File: config.mk
export PLATFORM = sky130hd
export DESIGN_NAME = grid_chain_loader_flat
export DESIGN_NICKNAME = d
export VERILOG_FILES = /design/src/rtl/grid_chain_loader_if.sv /design/src/rtl/grid_chain_loader.sv /design/src/flat_wrapper.sv
export SDC_FILE = /design/constraint.sdc
export NUM_CORES = 1
export LEC_CHECK = 0
export CAP_MARGIN = 0
export CORE_MARGIN = 1
export CORE_UTILIZATION = 40
export DETAILED_ROUTE_END_ITERATION = 6
export PLACE_DENSITY = 0.71
export REMOVE_ABC_BUFFERS = 1
export SLEW_MARGIN = 25
export SYNTH_ARGS = -nofsm -noshare
export SYNTH_HDL_FRONTEND = slang
export SYNTH_SLANG_ARGS = --single-unit
File: constraint.sdc
create_clock -name clk -period 1.9 [get_ports clk]
set_input_delay 0.38 -clock clk [delete_from_list [all_inputs] [get_ports clk]]
set_output_delay 0.38 -clock clk [all_outputs]
set_load 0.02 [all_outputs]
File: src/rtl/grid_chain_loader_if.sv
// Frame handshake bundle between a frame producer and grid_chain_loader.
// The producer holds the master side and the loader holds the slave side.
interface grid_chain_loader_if #(
    parameter int ROWS      = 4,
    parameter int CHAIN_LEN = 4
);
    logic [ROWS*CHAIN_LEN-1:0] frame_data;
    logic                      frame_valid;
    logic                      frame_verify;
    logic                      frame_ready;

    modport master (
        output frame_data,
        output frame_valid,
        output frame_verify,
        input  frame_ready
    );

    modport slave (
        input  frame_data,
        input  frame_valid,
        input  frame_verify,
        output frame_ready
    );
endinterface

File: src/rtl/grid_chain_loader.sv
// Shifts one parallel frame into ROWS serial tile chains and can read it back
// out of the chain tails, flagging any row whose readback differs.
module grid_chain_loader #(
    parameter int ROWS      = 4,
    parameter int CHAIN_LEN = 4
) (
    input  logic                clk,
    input  logic                rst_n,
    grid_chain_loader_if.slave  frm,
    output logic [ROWS-1:0]     chain_in,
    output logic                chain_en,
    input  logic [ROWS-1:0]     chain_out,
    output logic                busy,
    output logic                done,
    output logic                error,
    output logic [ROWS-1:0]     err_row
);
    localparam int FW = ROWS * CHAIN_LEN;
    localparam int KW = (CHAIN_LEN > 1) ? $clog2(CHAIN_LEN) : 1;
    localparam logic [KW-1:0] K_LAST = KW'(CHAIN_LEN - 1);
    localparam logic [KW-1:0] K_ZERO = KW'(0);
    localparam logic [KW-1:0] K_ONE  = KW'(1);

    typedef enum logic [1:0] {
        ST_IDLE = 2'd0,
        ST_LOAD = 2'd1,
        ST_READ = 2'd2,
        ST_DONE = 2'd3
    } state_e;

    state_e          state_q, state_d;
    logic [KW-1:0]   k_q, k_d;
    logic [FW-1:0]   frame_q, frame_d;
    logic            verify_q, verify_d;
    logic [ROWS-1:0] chain_in_q, chain_in_d;
    logic            chain_en_q, chain_en_d;
    logic            frame_ready_q, frame_ready_d;
    logic            busy_q, busy_d;
    logic            done_q, done_d;
    logic            error_q, error_d;
    logic [ROWS-1:0] err_row_q, err_row_d;

    // Bits of every row that belong on the wire at shift count k: farthest tile first.
    function automatic logic [ROWS-1:0] frame_column(input logic [FW-1:0] f,
                                                     input logic [KW-1:0] k);
        logic [ROWS-1:0] col;
        col = {ROWS{1'b0}};
        for (int r = 0; r < ROWS; r++) begin
            col[r] = f[r*CHAIN_LEN + (CHAIN_LEN - 1 - int'(k))];
        end
        return col;
    endfunction

    // Next-state logic; chain outputs are computed for the coming cycle and registered.
    always_comb begin
        state_d    = state_q;
        k_d        = k_q;
        frame_d    = frame_q;
        verify_d   = verify_q;
        chain_in_d = {ROWS{1'b0}};
        chain_en_d = 1'b0;
        done_d     = 1'b0;
        err_row_d  = err_row_q;

        case (state_q)
            ST_IDLE: begin
                if (frm.frame_valid && frame_ready_q) begin
                    frame_d    = frm.frame_data;
                    verify_d   = frm.frame_verify;
                    err_row_d  = {ROWS{1'b0}};
                    k_d        = K_ZERO;
                    state_d    = ST_LOAD;
                    chain_en_d = 1'b1;
                    chain_in_d = frame_column(frm.frame_data, K_ZERO);
                end else begin
                    state_d = ST_IDLE;
                end
            end
            ST_LOAD: begin
                if (k_q == K_LAST) begin
                    k_d = K_ZERO;
                    if (verify_q) begin
                        state_d    = ST_READ;
                        chain_en_d = 1'b1;
                    end else begin
                        state_d = ST_DONE;
                        done_d  = 1'b1;
                    end
                end else begin
                    k_d        = k_q + K_ONE;
                    chain_en_d = 1'b1;
                    chain_in_d = frame_column(frame_q, k_q + K_ONE);
                end
            end
            ST_READ: begin
                // chain_out still shows the tail tile as it was before this edge's shift.
                err_row_d = err_row_q | (chain_out ^ frame_column(frame_q, k_q));
                if (k_q == K_LAST) begin
                    k_d     = K_ZERO;
                    state_d = ST_DONE;
                    done_d  = 1'b1;
                end else begin
                    k_d        = k_q + K_ONE;
                    chain_en_d = 1'b1;
                end
            end
            ST_DONE: begin
                k_d     = K_ZERO;
                state_d = ST_IDLE;
            end
            default: begin
                k_d     = K_ZERO;
                state_d = ST_IDLE;
            end
        endcase

        frame_ready_d = (state_d == ST_IDLE);
        busy_d        = (state_d != ST_IDLE);
        error_d       = |err_row_d;
    end

    // State and registered outputs.
    always_ff @(posedge clk or negedge rst_n) begin
        if (!rst_n) begin
            state_q       <= ST_IDLE;
            k_q           <= K_ZERO;
            frame_q       <= {FW{1'b0}};
            verify_q      <= 1'b0;
            chain_in_q    <= {ROWS{1'b0}};
            chain_en_q    <= 1'b0;
            frame_ready_q <= 1'b1;
            busy_q        <= 1'b0;
            done_q        <= 1'b0;
            error_q       <= 1'b0;
            err_row_q     <= {ROWS{1'b0}};
        end else begin
            state_q       <= state_d;
            k_q           <= k_d;
            frame_q       <= frame_d;
            verify_q      <= verify_d;
            chain_in_q    <= chain_in_d;
            chain_en_q    <= chain_en_d;
            frame_ready_q <= frame_ready_d;
            busy_q        <= busy_d;
            done_q        <= done_d;
            error_q       <= error_d;
            err_row_q     <= err_row_d;
        end
    end

    assign frm.frame_ready = frame_ready_q;
    assign chain_in        = chain_in_q;
    assign chain_en        = chain_en_q;
    assign busy            = busy_q;
    assign done            = done_q;
    assign error           = error_q;
    assign err_row         = err_row_q;
endmodule

File: src/flat_wrapper.sv
// flat-port wrapper written by rule: the top's interface ports become plain ports
module grid_chain_loader_flat 
#(
    parameter int ROWS      = 4,
    parameter int CHAIN_LEN = 4
)
  (clk, rst_n, chain_in, chain_en, chain_out, busy, done, error, err_row, frm_frame_data, frm_frame_valid, frm_frame_verify, frm_frame_ready);
  grid_chain_loader_if #(.ROWS(ROWS), .CHAIN_LEN(CHAIN_LEN)) frm_i ();
  input  logic clk;
  input  logic rst_n;
  output logic [ROWS-1:0] chain_in;
  output logic chain_en;
  input  logic [ROWS-1:0] chain_out;
  output logic busy;
  output logic done;
  output logic error;
  output logic [ROWS-1:0] err_row;
  input wire logic [$bits(frm_i.frame_data)-1:0] frm_frame_data;
  input wire logic [$bits(frm_i.frame_valid)-1:0] frm_frame_valid;
  input wire logic [$bits(frm_i.frame_verify)-1:0] frm_frame_verify;
  output wire logic [$bits(frm_i.frame_ready)-1:0] frm_frame_ready;
  assign frm_i.frame_data = frm_frame_data;
  assign frm_i.frame_valid = frm_frame_valid;
  assign frm_i.frame_verify = frm_frame_verify;
  assign frm_frame_ready = frm_i.frame_ready;
  grid_chain_loader #(.ROWS(ROWS), .CHAIN_LEN(CHAIN_LEN)) u_core (.clk(clk), .rst_n(rst_n), .frm(frm_i), .chain_in(chain_in), .chain_en(chain_en), .chain_out(chain_out), .busy(busy), .done(done), .error(error), .err_row(err_row));
endmodule
==> results_dict.tcl <==
set metrics [dict create \
    clk_pin_slew_ns 0.08 \
    crit_family "simple AND/OR/NAND/NOR gates" \
    startpoint_type "flop" \
    root_buffer "clkbuf_8" \
    r2r_end "u_core.error" \
    wl_per_cell_um 13.8 \
    dpl_worst_slack_ns -0.112 \
    power_frac_comb_pct 42.8 \
    antenna_found_initial 0 \
    endpoint "u_core.error" \
    wl_um 3520 \
    grt_pass1_vias 1229 \
    drive_gt1_share_pct 15.0 \
    synth_cell_types 21 \
    relSlewSlack_pct 70.9 \
    clockBufferDepth 2 \
    grt_max_degree 35 \
    power.internal_mw 1.99 \
    critical_path_depth 5 \
    endpoint_kind "flop" \
    switchingPower_mw 1.04 \
    drtIter0Drc 65 \
    path_cells "buf_6 -> mux4_2 -> xnor2_2 -> a21oi_2 -> or4_1" \
    core_area_mm2 0.00377 \
    avgSynthCellArea_um2 10.2 \
    swShare_pct 34.3 \
    area.growth.synth_to_final_pct 37.5 \
    cts_tree "built" \
    synth_seq_cells 34 \
    dp.final_hpwl_um 2490 \
    yosysSeqAreaShare_pct 52.8 \
    chipHeight_um 65.5 \
    grt_pass1_wl_um 5660 \
    crit_start "u_core.k_q[0]" \
    die_w_um 65.5 \
    grt_overflow_total 0 \
    start_util_pct 42.8 \
    p_per_area_mw_per_mm2 1360 \
    ctsHoldBuffers 0 \
    worst_pin_slew_ns 0.437 \
    clk_latency_ns 0.29 \
    power_frac_clock_pct 18.4 \
    numCtsBuffers 5 \
    clock.fmax_mhz 533 \
    crit_path_top_delay_cell "or4_1" \
    peakVddDrop_uv 710 \
    port-buffer-count 36 \
    finalCritPeriodShare_pct 98.8 \
    insertedDiodeCount 0 \
    place.gp.congestion 0.824 \
    layout.nets 236 \
    finClkSkew_ns 0.0125 \
    layout_common_cells "nand2_1, clkdlybuf4s50_1, dfrtp_1" \
    timing.final.ws_setup_ns 0.0221 \
    hold_violations 0 \
    placement_rows 22 \
    leakagePower_nw 1.04 \
    drc 0 \
    final_common_cell "nand2_1" \
    crit_type "reg -> reg" \
    cp_num_buf_inv 1 \
    cp.arrival_ns 2.05 \
    grt.total_usage_pct 18.0 \
    ant_nets 0 \
    setup_violations 0 \
    outcome "completed" \
    yosysWarningCount 0 \
    r2r_slack_ns 0.02 \
    rsz0062_at_grt "true" \
    critPathMaxFanout 5 \
    p_total_mw 3.02 \
    maxCapViolations 0 \
    clock_sinks 34 \
    seqPwrFrac_pct 38.8 \
    drv_slew 0 \
    worstReg2RegStart "u_core.k_q[0]" \
    cp_slowest_stage_delay_ns 0.52 \
    hold_path_class "in -> async" \
    first_pass_iters 4 \
    finalCriticalPeriod_ns 1.88 \
    htreeDepth 2 \
    die-area_mm2 0.00429 \
    syn_area_mm2 0.00161 \
    vias_per_cell 5.00 \
    worstPathRequired_ns 2.07 \
    vias 1275 \
    rr_worst_depth 5 \
    synth_cells 158 \
    pin_count 37 \
]
## stage by stage
stage | cells | setup TNS [ns] | instance area [um^2] | hold WS (ns) | utilization [%]
final | 255 | 0 | 2220 | 0.491 | 58.8
after global routing | 255 | -0.0400 | 2220 | 0.536 | 58.8
after CTS | 252 | 0 | 2170 | 0.498 | 57.5
after detailed placement | 244 | -0.141 | 2060 | 0.482 | 54.6
after global placement | 244 | -0.0504 | 2060 | 0.475 | 54.6
after floorplan | 153 | -0.158 | 1590 | 0.0844 | -
## power by group through the flow
stage	combinational [mW]	sequential (mW)	clock, mW
CTS	1.23	1.17	0.561
global placement	1.16	1.17	0
global route	1.41	1.21	0.602
floorplan	0.693	1.23	0
detailed placement	1.19	1.18	0
finish	1.29	1.17	0.555
## synthesized netlist by cell type, drive strengths merged
cell type | instances | area (um^2)
and3 | 1 | 6.26
mux4 | 8 | 199
a21boi | 1 | 7.51
nor2 | 4 | 15.0
inv | 12 | 45.0
ha | 6 | 75.1
o31ai | 1 | 7.51
nand2b | 1 | 6.26
buf | 2 | 15.0
xnor2 | 4 | 35.0
nand2 | 57 | 214
or2 | 1 | 6.26
clkbuf | 3 | 11.3
a21oi | 12 | 60.1
nand3 | 1 | 5.00
dfstp | 1 | 26.3
dfrtp | 33 | 826
o21ai | 9 | 45.0
or4 | 1 | 7.51
## sequential cells by signal (all words and copies together) (netlist names), 2 cells and up
signal	count
u_core.frame_q	16
u_core.k_q	2
u_core.state_q	2
u_core.err_row	4
u_core.chain_in	4
## area by class of cell
type                    count  area (um^2)
flip-flops and latches     34          853
fillers                   310         1550
inverters                  12         45.0
clock inverters             1         5.00
multi-input cells         107          729
repair buffers             46          439
clock buffers               7         86.3
well taps                  48         60.1
## logic make-up (layout without fill, tap and decap cells)
| logic type | after synthesis | in the layout | synth area share [%] |
|---|---|---|---|
| AO/OA/AOI/OAI | 23 | 23 | 7.45 |
| XOR/XNOR | 4 | 4 | 2.17 |
| adder cells (fa/ha/maj) | 6 | 6 | 4.65 |
| buffers and inverters | 17 | 66 | 4.42 |
| flip-flops | 34 | 34 | 52.8 |
| multiplexers | 8 | 8 | 12.3 |
| AND/OR/NAND/NOR | 66 | 66 | 16.1 |
## worst min-delay path by stage
stage / from / end / slack [ns] / cells after the start
final: rst_n / u_core.state_q[0] / 0.49 / 2
after global routing: u_core.frame_q[7] / u_core.frame_q[7] / 0.54 / 2
after CTS: u_core.frame_q[4] / u_core.frame_q[4] / 0.50 / 2
after detailed placement: u_core.frame_q[4] / u_core.frame_q[4] / 0.48 / 2
after global placement: u_core.frame_q[6] / u_core.frame_q[6] / 0.48 / 2
after floorplan: rst_n / u_core.busy / 0.08 / 0
## metal layers
layer	part of all wire, %	GRT usage (%)	vias up
li1	-	-	617
met1	44	22.1	608
met2	49	28.2	40
met3	4.9	5.90	10
met4	2.6	9.24	0
met5	0	0	-
## what timing repair did
action                     CTS  global route
hold endpoints to repair     0             0
setup endpoints to repair    4             4
buffers inserted             0             3
pin swaps                    0             2
gates resized for setup      4             6
No activity file was read; power rests on OpenSTA's default activity.
